**src/rtl/mem_port_arbiter_pkg.sv**
```systemverilog
// ---------------------------------------------------------------------------
// mem_port_arbiter_pkg
//   Shared definitions for the unified memory port arbiter: FSM state
//   encodings and owner codes used by the top and the winner-select logic.
// ---------------------------------------------------------------------------
package mem_port_arbiter_pkg;

    typedef enum logic [1:0] {
        ARB_IDLE   = 2'd0,
        ARB_ACCESS = 2'd1,
        ARB_DONE   = 2'd2
    } arb_state_e;

    // Owner codes: which master an access belongs to.
    localparam logic OWN_M0 = 1'b0;   // multicycle CPU
    localparam logic OWN_M1 = 1'b1;   // program loader / debug DMA

endpackage

```
**src/rtl/mem_port_arbiter_pick.sv**
```systemverilog
// ---------------------------------------------------------------------------
// mem_port_arbiter_pick
//   Combinational winner select between the two memory masters.
//   Build option MEM_ARB_RR_EN:
//     defined   - round-robin: on a tie the master not granted last wins.
//     undefined - fixed priority: m0 (CPU) wins every tie.
//   A single requester always wins in both builds.
// Ports
//   m0_req_i   in  1  CPU request
//   m1_req_i   in  1  loader/DMA request
//   rr_ptr_i   in  1  owner of the most recent grant
//   gnt_any_o  out 1  at least one request present
//   gnt_own_o  out 1  winning owner (OWN_M0 / OWN_M1), valid with gnt_any_o
// ---------------------------------------------------------------------------
module mem_port_arbiter_pick
    import mem_port_arbiter_pkg::*;
(
    input  logic m0_req_i,
    input  logic m1_req_i,
    input  logic rr_ptr_i,
    output logic gnt_any_o,
    output logic gnt_own_o
);

    assign gnt_any_o = m0_req_i | m1_req_i;

`ifdef MEM_ARB_RR_EN
    always_comb begin
        gnt_own_o = OWN_M0;
        if (m0_req_i && m1_req_i) begin
            // rr_ptr_i holds the last winner, so the other master gets the tie.
            gnt_own_o = ~rr_ptr_i;
        end else if (m1_req_i) begin
            gnt_own_o = OWN_M1;
        end
    end
`else
    // History is irrelevant for fixed priority.
    logic unused_rr_ptr;
    assign unused_rr_ptr = rr_ptr_i;

    always_comb begin
        gnt_own_o = OWN_M0;
        if (!m0_req_i && m1_req_i) begin
            gnt_own_o = OWN_M1;
        end
    end
`endif

endmodule

```
**src/rtl/mem_port_arbiter.sv**
```systemverilog
// ---------------------------------------------------------------------------
// mem_port_arbiter
//   Shares one unified instruction/data memory between m0 (multicycle CPU)
//   and m1 (program loader / debug DMA). Accesses are serialised: a winner is
//   picked in IDLE, its request is latched, the memory is enabled for MEM_LAT
//   cycles, then the winner gets a one-cycle ack with the read word.
//   Arbitration policy is selected by the MEM_ARB_RR_EN build macro
//   (round-robin when defined, fixed m0 priority otherwise).
// Parameters
//   ADDR_W  address width
//   DATA_W  data width
//   MEM_LAT cycles mem_en_o is held per access (>= 1)
// Ports
//   clk, rst_n                 clock (rising edge), async active-low reset
//   mX_req_i                   request, held until mX_ack_o
//   mX_we_i / mX_addr_i /
//   mX_wdata_i                 access type, address, write data
//   mX_ack_o                   one-cycle completion pulse
//   mX_rdata_o                 read data, valid while mX_ack_o = 1
//   mem_en_o / mem_we_o        memory enable / write enable
//   mem_addr_o / mem_wdata_o   memory address / write data
//   mem_rdata_i                memory read data, valid in last access cycle
//   busy_o                     1 while not IDLE
//   owner_o                    master of current/last access (0 = m0)
// ---------------------------------------------------------------------------
module mem_port_arbiter
    import mem_port_arbiter_pkg::*;
#(
    parameter int ADDR_W  = 32,
    parameter int DATA_W  = 32,
    parameter int MEM_LAT = 2
) (
    input  logic              clk,
    input  logic              rst_n,
    input  logic              m0_req_i,
    input  logic              m0_we_i,
    input  logic [ADDR_W-1:0] m0_addr_i,
    input  logic [DATA_W-1:0] m0_wdata_i,
    output logic              m0_ack_o,
    output logic [DATA_W-1:0] m0_rdata_o,
    input  logic              m1_req_i,
    input  logic              m1_we_i,
    input  logic [ADDR_W-1:0] m1_addr_i,
    input  logic [DATA_W-1:0] m1_wdata_i,
    output logic              m1_ack_o,
    output logic [DATA_W-1:0] m1_rdata_o,
    output logic              mem_en_o,
    output logic              mem_we_o,
    output logic [ADDR_W-1:0] mem_addr_o,
    output logic [DATA_W-1:0] mem_wdata_o,
    input  logic [DATA_W-1:0] mem_rdata_i,
    output logic              busy_o,
    output logic              owner_o
);

    if (MEM_LAT < 1) begin : g_lat_chk
        $error("mem_port_arbiter: MEM_LAT must be >= 1");
    end

    localparam int              CNT_W    = (MEM_LAT < 1) ? 1 : $clog2(MEM_LAT + 1);
    localparam logic [CNT_W-1:0] CNT_LAST = CNT_W'(MEM_LAT);

    arb_state_e        state_q, state_d;
    logic [CNT_W-1:0]  cnt_q, cnt_d;
    logic              we_q, we_d;
    logic [ADDR_W-1:0] addr_q, addr_d;
    logic [DATA_W-1:0] wdata_q, wdata_d;
    logic [DATA_W-1:0] rdata_q, rdata_d;
    logic              owner_q, owner_d;
    logic              rr_ptr_q, rr_ptr_d;

    logic gnt_any, gnt_own;

    mem_port_arbiter_pick u_pick (
        .m0_req_i  (m0_req_i),
        .m1_req_i  (m1_req_i),
        .rr_ptr_i  (rr_ptr_q),
        .gnt_any_o (gnt_any),
        .gnt_own_o (gnt_own)
    );

    always_ff @(posedge clk or negedge rst_n) begin
        if (!rst_n) begin
            state_q  <= ARB_IDLE;
            cnt_q    <= '0;
            we_q     <= 1'b0;
            addr_q   <= '0;
            wdata_q  <= '0;
            rdata_q  <= '0;
            owner_q  <= OWN_M0;
            // Pretend m1 was granted last so the first tie goes to m0.
            rr_ptr_q <= OWN_M1;
        end else begin
            state_q  <= state_d;
            cnt_q    <= cnt_d;
            we_q     <= we_d;
            addr_q   <= addr_d;
            wdata_q  <= wdata_d;
            rdata_q  <= rdata_d;
            owner_q  <= owner_d;
            rr_ptr_q <= rr_ptr_d;
        end
    end

    always_comb begin
        state_d  = state_q;
        cnt_d    = cnt_q;
        we_d     = we_q;
        addr_d   = addr_q;
        wdata_d  = wdata_q;
        rdata_d  = rdata_q;
        owner_d  = owner_q;
        rr_ptr_d = rr_ptr_q;
        unique case (state_q)
            ARB_IDLE: begin
                if (gnt_any) begin
                    state_d  = ARB_ACCESS;
                    cnt_d    = CNT_W'(1);
                    owner_d  = gnt_own;
                    rr_ptr_d = gnt_own;
                    // Latch the winner's request; master inputs are ignored
                    // from here until the next IDLE decision.
                    if (gnt_own == OWN_M1) begin
                        we_d    = m1_we_i;
                        addr_d  = m1_addr_i;
                        wdata_d = m1_wdata_i;
                    end else begin
                        we_d    = m0_we_i;
                        addr_d  = m0_addr_i;
                        wdata_d = m0_wdata_i;
                    end
                end
            end
            ARB_ACCESS: begin
                if (cnt_q == CNT_LAST) begin
                    state_d = ARB_DONE;
                    cnt_d   = '0;
                    rdata_d = we_q ? '0 : mem_rdata_i;
                end else begin
                    cnt_d = cnt_q + CNT_W'(1);
                end
            end
            ARB_DONE: begin
                state_d = ARB_IDLE;
            end
            default: begin
                state_d = ARB_IDLE;
            end
        endcase
    end

    logic in_access, in_done;
    assign in_access = (state_q == ARB_ACCESS);
    assign in_done   = (state_q == ARB_DONE);

    assign mem_en_o    = in_access;
    assign mem_we_o    = in_access & we_q;
    assign mem_addr_o  = in_access ? addr_q  : '0;
    assign mem_wdata_o = in_access ? wdata_q : '0;

    assign m0_ack_o   = in_done && (owner_q == OWN_M0);
    assign m1_ack_o   = in_done && (owner_q == OWN_M1);
    // The captured word is held until the next access completes.
    assign m0_rdata_o = rdata_q;
    assign m1_rdata_o = rdata_q;

    assign busy_o  = (state_q != ARB_IDLE);
    assign owner_o = owner_q;

endmodule
```
**config.mk**
```make
export PLATFORM = sky130hd
export DESIGN_NAME = mem_port_arbiter
export DESIGN_NICKNAME = d
export VERILOG_FILES = /design/src/rtl/mem_port_arbiter_pkg.sv /design/src/rtl/mem_port_arbiter_pick.sv /design/src/rtl/mem_port_arbiter.sv
export SDC_FILE = /design/constraint.sdc
export NUM_CORES = 1
export LEC_CHECK = 0
export CORE_MARGIN = 2
export CORE_UTILIZATION = 25
export DETAILED_ROUTE_END_ITERATION = 16
export PLACE_DENSITY_LB_ADDON = 0.12
export SETUP_SLACK_MARGIN = 0.2
export SKIP_CTS_REPAIR_TIMING = 1
export SLEW_MARGIN = 20
export SYNTH_ARGS = -nofsm -noshare
export SYNTH_HDL_FRONTEND = slang
export SYNTH_SLANG_ARGS = --single-unit
```
**constraint.sdc**
```tcl
create_clock -name clk -period 2.6 [get_ports clk]
set_input_delay 0.52 -clock clk [delete_from_list [all_inputs] [get_ports clk]]
set_output_delay 0.52 -clock clk [all_outputs]
set_load 0.005 [all_outputs]
```
======== Yosys cells after proc, flatten, opt, wreduce, memory -nomap -nowiden ========
Cells that the tools add are included.
cells by class
  reduce and logical (&&, ||, !) cells .... 11
  bitwise gates (word level) .............. 3
  multiplexer cells ....................... 12
  add/sub/neg operators ................... 1
  equality and inequality tests ........... 5
operators with widths
  cell                 count
  $mux 32              5
  $pmux 2 s2           2
  $reduce_and 2->1     4
  $mux 2               3
  $eq 2x2->1 const B   2
  $reduce_bool 2->1    2
  $logic_and 1x1->1    3
  $add 2x1->2 const B  1
  $eq 2x1->1 const B   1
  $logic_not 2->1      1
  $mux 1               2
  $ne 2x1->1 const B   1
  $ne 2x2->1 const B   1
  $and 1x1->1          1
  $logic_not 1->1      1
  $not 1->1            1
  $or 1x1->1           1
storage, ports and cells
  register bits after elaboration ......... 102
  input bits .............................. 166
  logic and storage cells ................. 39

======== Depth between registers and ports, before layout ========
Gate-level depths: netlist of the first run.
  depth in word-level cells ............... 4
  mapped depth ............................ 5
  mapped depth without buffers ............ 3

======== Hierarchy ========
A second synthesis of the first run with hierarchy kept.
second synthesis, totals
  cell total of the unflattened synthesis .. 441
  area, all modules ....................... 5,550.3 um^2
by module, submodules not included
  module                 cells each  sequential area each (um^2)  instances  area an instance (um^2)
  mem_port_arbiter       439         2,578.7                      1          5,537.8
  mem_port_arbiter_pick  2           0.0                          1          12.5

======== Worst setup path before layout of the first run ========
Ideal clock, no wire load.
  path type ............................... register to output
  start ................................... reg state_q[0]
  end ..................................... out mem_wdata_o[23]
  required time ........................... 2.080 ns
  arrival time ............................ 1.125 ns
  stages on the path, launching flop included .. 5
  setup slack ............................. 0.955 ns
  path through ............................ dfrtp_1 nor2b_1 clkbuf_1 clkbuf_1 and2_1
on the way
  cells in the longest elaborated chain, start to end .. 2
RTL lines
  what                    RTL line                 source
  from (decl)             mem_port_arbiter.sv:63   arb_state_e state_q, state_d;
  from (signal assigned)  mem_port_arbiter.sv:94   state_q <= state_d;
  $eq 2x1->1              mem_port_arbiter.sv:153  assign in_access = (state_q == ARB_ACCESS);
  via mem_en_o            mem_port_arbiter.sv:47   output logic mem_en_o,
  $mux 32                 mem_port_arbiter.sv:159  assign mem_wdata_o = in_access ? wdata_q : '0;
  to (decl)               mem_port_arbiter.sv:50   output logic [DATA_W-1:0] mem_wdata_o,
The timed path passes the listed nets, and every way through them passes these cells.

======== Final worst setup path of the first run ========
  start ................................... reg state_q[0]
  end ..................................... out mem_wdata_o[23]
on the way
  cells in the longest elaborated chain, start to end .. 2
RTL lines
  what        RTL line
  $eq 2x1->1  mem_port_arbiter.sv:153
  $mux 32     mem_port_arbiter.sv:159
No other way between the ends.

==> results.md, run 1 <==
* Outcome: completed
* Clk Latency, worst-skew pair at 0.35 ns
* Reg clk slew, reported paths at approximately 0.07 ns
* Remaining antenna violation count at 0
* CTS tree: built
* GPL Wtd Cong at between 0.7 and 0.8
* Sequential fraction of design power at 29.8%
* Cell Pwr Density at 1020 nW/um^2
* Initial antenna violation count at 0
* Crit. End Element: output pin
* Starting DRT DRC Count at 97
* Nets at approximately 900
* Die Span X at 154.3 um
* Mapped Cells at 475
* FF-to-FF path depth at 5
* HP Class: in -> async
* Port bufs at about 300
* Final Core Density at 42.36%
* Cell row count at 54
* Required @ worst endpoint at 2.08 ns
* Drt wl/cell at ~16 um
* Fin. Hold Viols at 0
* Layout cells sized above 1 at a little under a quarter
* First-pass GRT wire length at 25410 um
* Top Metal Used: met4
* Number of synthesized register bits at slightly above 100
* TritonCTS Sinks at 102
* Clk_skew at approximately 0.0054 ns
* Worst-Margin Slew at roughly 0.65 ns
* Largest net degree at the start of global routing at 65
* Initial Util at between 20 and 30%
* Chip height at 154.3 um
* Antenna Cells at 0
* Max Clk Rate at 0.4145 GHz
* Sw Ratio at a little over 30%
* Setup TNS at 0 ns
* P_sw at 0.002892 W
* Post-DP HPWL at 12020 um
* Max-cap violations at 0
* Met2 wire len at ~8800 um
* WS Path Type: reg -> out
* Syn. warnings at 0
* Cts bufs inserted at 9
* Crit-path max FO at 10
* Drt pass-1 iters at 4
* Commonest cells after routing, fill and taps aside: clkdlybuf4s50_1, dfrtp_1, mux2_2, and2_1, mux2_4
* Arrival @ worst endpoint at 1.89 ns
* Commonest non-fill, non-tap cell in the layout: clkdlybuf4s50_1
* Die area at 23790 um^2
* Sequential share of the synthesized area at 45.22%
* Fin cells at 1030
* Drt via density at 4.277
* Reg-to-reg startpoint: state_q[1]
* Yosys cell types at 23
* Max-slew violation count at 0
* Leakage Power at 4.346 nW
* Root buffer cell: clkbuf_16
* Internal cell power at 0.006596 W
* Post-Place Cells at 1004
* Number of remaining DRC errors at 0
* H-tree levels at 3
* Combinational power share at 55.4%
* Final WL at approximately 17000 um
* RSZ-0062 raised after global routing: true
* Mapped Area at 5644 um^2
* Clk buf depth at 2
* CORE AREA at between 20000 and 25000 um^2
* Final Critical Period at 2.413 ns
* Num ports at 300
* Worst slew margin at a little under three fifths
* Clock power share at between 10 and 15%
* Met3 WL at 914 um
* Synthesized Nets at 641
* Peak supply drop at 472.9 uV
* Worst setup path startpoint: state_q[0]
* CP startpoint kind: flop
* Area Growth Syn to Fin at 64.82%
* Total Routing Usage GR at a little over an eighth
* Mean Syn Cell Area at roughly 12 um^2
* Crit share post-route at between 90 and 100%
* Final setup vio count at 0
* Vias in the first global route at 4755
* Routed vias at approximately 4400
* Routed met1 length at ~6600 um
* Total grt overflow at 0
[kinds of logic after synthesis]
family                 after synthesis  synth area share [%]
AOI/OAI and AO/OA                   39                 3.636
and+or+nand+nor                    138                 14.12
buffers and inverters               66                 7.759
muxes                              130                 29.26
DFF                                102                 45.22
[cells in the mapped netlist]
| master | n | area [um^2] |
|---|---|---|
| a21o_1 | 1 | 7.510 |
| a21oi_1 | 2 | 10.01 |
| and2_1 | 65 | 406.6 |
| and3b_1 | 1 | 8.760 |
| buf_2 | 8 | 40.04 |
| buf_4 | 34 | 255.2 |
| buf_6 | 7 | 78.83 |
| clkbuf_1 | 15 | 56.30 |
| dfrtp_1 | 102 | 2552 |
| inv_1 | 2 | 7.510 |
| mux2_2 | 80 | 900.9 |
| mux2_4 | 50 | 750.7 |
| nand2_1 | 33 | 123.9 |
| nand2b_1 | 34 | 212.7 |
| nand2b_4 | 1 | 13.76 |
| nand4bb_1 | 1 | 11.26 |
| nor2_2 | 1 | 6.260 |
| nor2b_1 | 1 | 6.260 |
| nor3b_1 | 1 | 7.510 |
| o21a_1 | 1 | 7.510 |
| o21ai_0 | 33 | 165.2 |
| o22ai_1 | 1 | 6.260 |
| o31a_1 | 1 | 8.760 |
[worst max-delay path: stages (launching register included)]
cell	delay, ns
dfrtp_2	0.40
nor2b_4	0.19
buf_4	0.16
clkbuf_16	0.16
and2_1	0.14
clkdlybuf4s50_1	0.50
[state kept, by name, summed over array words and instances (netlist names)]
| register | count |
|---|---|
| addr_q | 32 |
| m0_rdata_o | 32 |
| wdata_q | 32 |
| cnt_q | 2 |
| state_q | 2 |
| owner_o | 1 |
| we_q | 1 |
[layer usage]
metal,global-route usage [%],vias up
li1,-,2109
met1,15.02,2117
met2,25.73,162
met3,3.558,17
met4,3.748,0
met5,0,-
[path summary, 6_finish.rpt]
check | slack, ns | to
max reg2reg | 0.93 | wdata_q[28]
min reg2reg | 0.50 | addr_q[5]
max in group asynchronous | 1.69 | wdata_q[20]
min in group clk | 0.50 | addr_q[5]
max | 0.19 | mem_wdata_o[23]
min | 0.18 | addr_q[29]
[layout make-up]
type,count,area (um^2)
Sequential cell,102,2555
Fill cell,2056,12660
Tap cell,280,350.3
Clock inverter,7,82.58
Multi-Input combinational cell,307,2674
Inverter,2,7.507
Clock buffer,9,225.2
Timing Repair Buffer,323,3408
[stage by stage]
| step | power [W] | hold slack (ns) | setup slack (ns) | cell area (um^2) |
|---|---|---|---|---|
| 4_1_cts | 0.009470 | 0.2143 | -0.01529 | 9062 |
| 3_3_place_gp | 0.007929 | 0.4816 | 0.2851 | 8755 |
| 2_1_floorplan | 0.005207 | 0.2244 | 0.9547 | 5644 |
| 6_report | 0.009488 | 0.1807 | 0.1874 | 9303 |
| 5_1_grt | 0.01020 | 0.2266 | 0.09240 | 9303 |
| 3_5_place_dp | 0.007993 | 0.4871 | 0.2639 | 8755 |
[power groups by stage]
stage               Sequential, W  Combinational, W  Clock, W
floorplan                 0.00276           0.00245         0
global placement          0.00283           0.00510         0
detailed placement        0.00287           0.00512         0
CTS                       0.00284           0.00515   0.00148
global route              0.00294           0.00570   0.00155
finish                    0.00283           0.00525   0.00141
(Power assumes the default switching activity.)
==> run 2, diff against run 1 <==
- CORE_UTILIZATION: 25 -> 43
==> run 2 against run 1 <==
  * Critical endpoint is now mem_addr_o[30]
  * Utilization grew 29 points
  * Non-clock buffer count shrank 2
  * Hold slack better by 0.017 ns
  * Wire length shrank 0.60%
  * Highest routed layer unchanged
  * Flip-flop and latch count unchanged
==> results.md, run 2 (synthesized netlist as in run 1, its figures left out) <==
* Outcome: completed
* Worst slew margin at 55.75% (-1.0 points)
* Total grt overflow at 0 (unchanged)
* Reg clk slew, reported paths at 0.07 ns (about the same)
* Post-DP Area at 8591 um^2 (-1.9%)
* Combinational power share at 56.1% (+0.7 points)
* Max-cap violations at 0 (unchanged)
* Crit-path max FO at 15 (+5)
* Layout cells sized above 1 at 23.19% (-0.54 points)
* Commonest cells after routing, fill and taps aside: clkdlybuf4s50_1, dfrtp_1, mux2_2, and2_1, mux2_4
* Port bufs at 299 (unchanged)
* Starting DRT DRC Count at 189 (+95%)
* TritonCTS Sinks at 102 (unchanged)
* Cts bufs inserted at 9 (unchanged)
* Fin area at 9081 um^2 (-2.4%)
* Root buffer cell: clkbuf_16
* Register area at 2555 um^2 (unchanged)
* Fin cells at 918 (-11%)
* Worst-Margin Slew at 0.6638 ns (+0.01525 ns)
* Final WL at 16550 um (-0.60%)
* Die Span X at 118.6 um (-23%)
* Antenna Cells at 0 (unchanged)
* CP startpoint kind: flop
* Slowest cell on the critical path: clkdlybuf4s50_1
* Setup TNS at 0 ns (unchanged)
* Initial antenna violation count at 0 (unchanged)
* Clk Latency, worst-skew pair at 0.35 ns (about the same)
* Arrival @ worst endpoint at 1.92 ns (+0.03 ns)
* CORE AREA at 12720 um^2 (-42%)
* Clk_skew at 0.007870 ns (+0.002430 ns)
* Area Growth Syn to Fin at 60.90%
* Sw Ratio at 30.65% (+0.17 points)
* Max Clk Rate at 0.4104 GHz (-0.99%)
* Total Routing Usage GR at 22.16% (+8.6 points)
* Crit share post-route at 93.73% (+0.93 points)
* Reg-to-reg startpoint: state_q[0]
* RSZ-0062 raised after global routing: true
* Crit. End Element: output pin
* Fin. Hold Viols at 0 (unchanged)
* Final Critical Period at 2.437 ns (+0.02422 ns)
* Routed vias at 4433 (+0.64%)
* Die area at 14060 um^2 (-41%)
* Remaining antenna violation count at 0 (unchanged)
* Clock power share at 13.6% (-1.3 points)
* Num ports at 300 (unchanged)
* P_sw at 0.002890 W (about the same)
* Number of remaining DRC errors at 0 (unchanged)
* Initial Util at 44.36% (+19 points)
* Commonest non-fill, non-tap cell in the layout: clkdlybuf4s50_1
* Post-Place Cells at 893 (-11%)
* HP Class: in -> async
* Required @ worst endpoint at 2.08 ns (about the same)
* H-tree levels at 3 (unchanged)
* Nets at 909 (-0.22%)
* Chip height at 118.6 um (-23%)
* Clk buf depth at 2 (unchanged)
* Leakage Power at 4.190 nW (-3.6%)
* Drt via density at 4.829 (+13%)
* Largest net degree at the start of global routing at 66 (+1.5%)
* Cell row count at 41 (-24%)
* R2r setup slk at 0.80 ns (-0.13 ns)
* Crit path cell chain: nor2b_4 -> buf_12 -> clkbuf_16 -> and2_1 -> clkdlybuf4s50_1
* Vias in the first global route at 4735 (-0.42%)
* GPL Wtd Cong at 0.8144 (+13%)
* Sequential fraction of design power at 30.3% (+0.5 points)
* Max-slew violation count at 0 (unchanged)
* RR Endpoint: addr_q[15]
* Cell Pwr Density at 1038 nW/um^2 (+1.8%)
* Internal cell power at 0.006537 W (-0.89%)
* Drt pass-1 iters at 4 (unchanged)
* WS Path Type: reg -> out
* Worst stage delay on the critical path at 0.51 ns (about the same)
* Post-DP HPWL at 11610 um (-3.4%)
* Final setup vio count at 0 (unchanged)
* FF-to-FF path depth at 5 (unchanged)
* Fillers at 966 (-53%)
* Multi-input combinational cell area at 2668 um^2 (-0.23%)
* Peak supply drop at 533.1 uV (+13%)
* Drt wl/cell at 18.03 um (+12%)
* First-pass GRT wire length at 24600 um (-3.2%)
* CTS tree: built
[run 2: cell count changes in the layout (fill, tap and decap cells not counted)]
| cell | delta |
|---|---|
| clkdlybuf4s50_1 | +10 |
| dlymetal6s2s_1 | -10 |
| buf_4 | -3 |
| clkbuf_8 | +2 |
| clkinvlp_4 | -2 |
| buf_6 | +1 |
| buf_8 | +1 |
| bufinv_16 | -1 |
| clkbuf_1 | +1 |
| clkbuf_16 | -1 |
| clkinv_4 | -1 |
| inv_8 | -1 |
| o21a_2 | +1 |
| o21a_4 | -1 |
[run 2: how the worst max path moves through the flow]
stage          depth (start not counted)         endpoint  startpoint
2_1_floorplan                          4  mem_wdata_o[23]  state_q[0]
3_3_place_gp                           5        addr_q[3]    m0_req_i
3_5_place_dp                           5       addr_q[12]    m0_req_i
4_1_cts                                4  mem_wdata_o[12]  state_q[0]
5_1_grt                                5    mem_addr_o[1]  state_q[1]
6_report                               5   mem_addr_o[30]  state_q[1]
[run 2: power groups by stage]
| stage | Combinational, W | Sequential (W) | Clock (W) |
|---|---|---|---|
| 5_1_grt | 0.00567 | 0.00297 | 0.00138 |
| 3_5_place_dp | 0.00503 | 0.00290 | 0 |
| 4_1_cts | 0.00506 | 0.00288 | 0.00133 |
| 3_3_place_gp | 0.00493 | 0.00284 | 0 |
| 6_report | 0.00529 | 0.00286 | 0.00128 |
| 2_1_floorplan | 0.00245 | 0.00276 | 0 |
[run 2: cell type report]
class	instances	area share (%)
clock inverters	2	0.1929
multi-input cells	307	29.37
inverters	2	0.08267
clock buffers	12	2.824
repair buffers	321	37.02
flip-flops and latches	102	28.13
well taps	172	2.370
[run 2: per-stage QoR]
stage	power [W]	hold WS, ns	util (%)	setup WS, ns
final	0.009427	0.1975	71.38	0.1631
after detailed placement	0.007929	0.4871	67.53	0.3067
after CTS	0.009266	0.2191	69.68	0.08942
after global placement	0.007772	0.4814	67.53	0.3474
after floorplan	0.005207	0.2244	-	0.9547
after global routing	0.01002	0.2441	71.38	0.1210
[run 2: metal layers]
| layer | wire length (um) | GRT usage [%] |
|---|---|---|
| met3 | 1194 | 6.371 |
| met2 | 8487 | 38.94 |
| met1 | 6366 | 24.34 |
| met4 | 504 | 11.01 |
| met5 | 0 | 0 |
[run 2: worst max-delay path: cells and delay by family, from the launching register on]
kind                   cells  cell delay, ns
buffers and inverters      3            0.83
DFF                        1            0.43
and+or+nand+nor            2            0.31
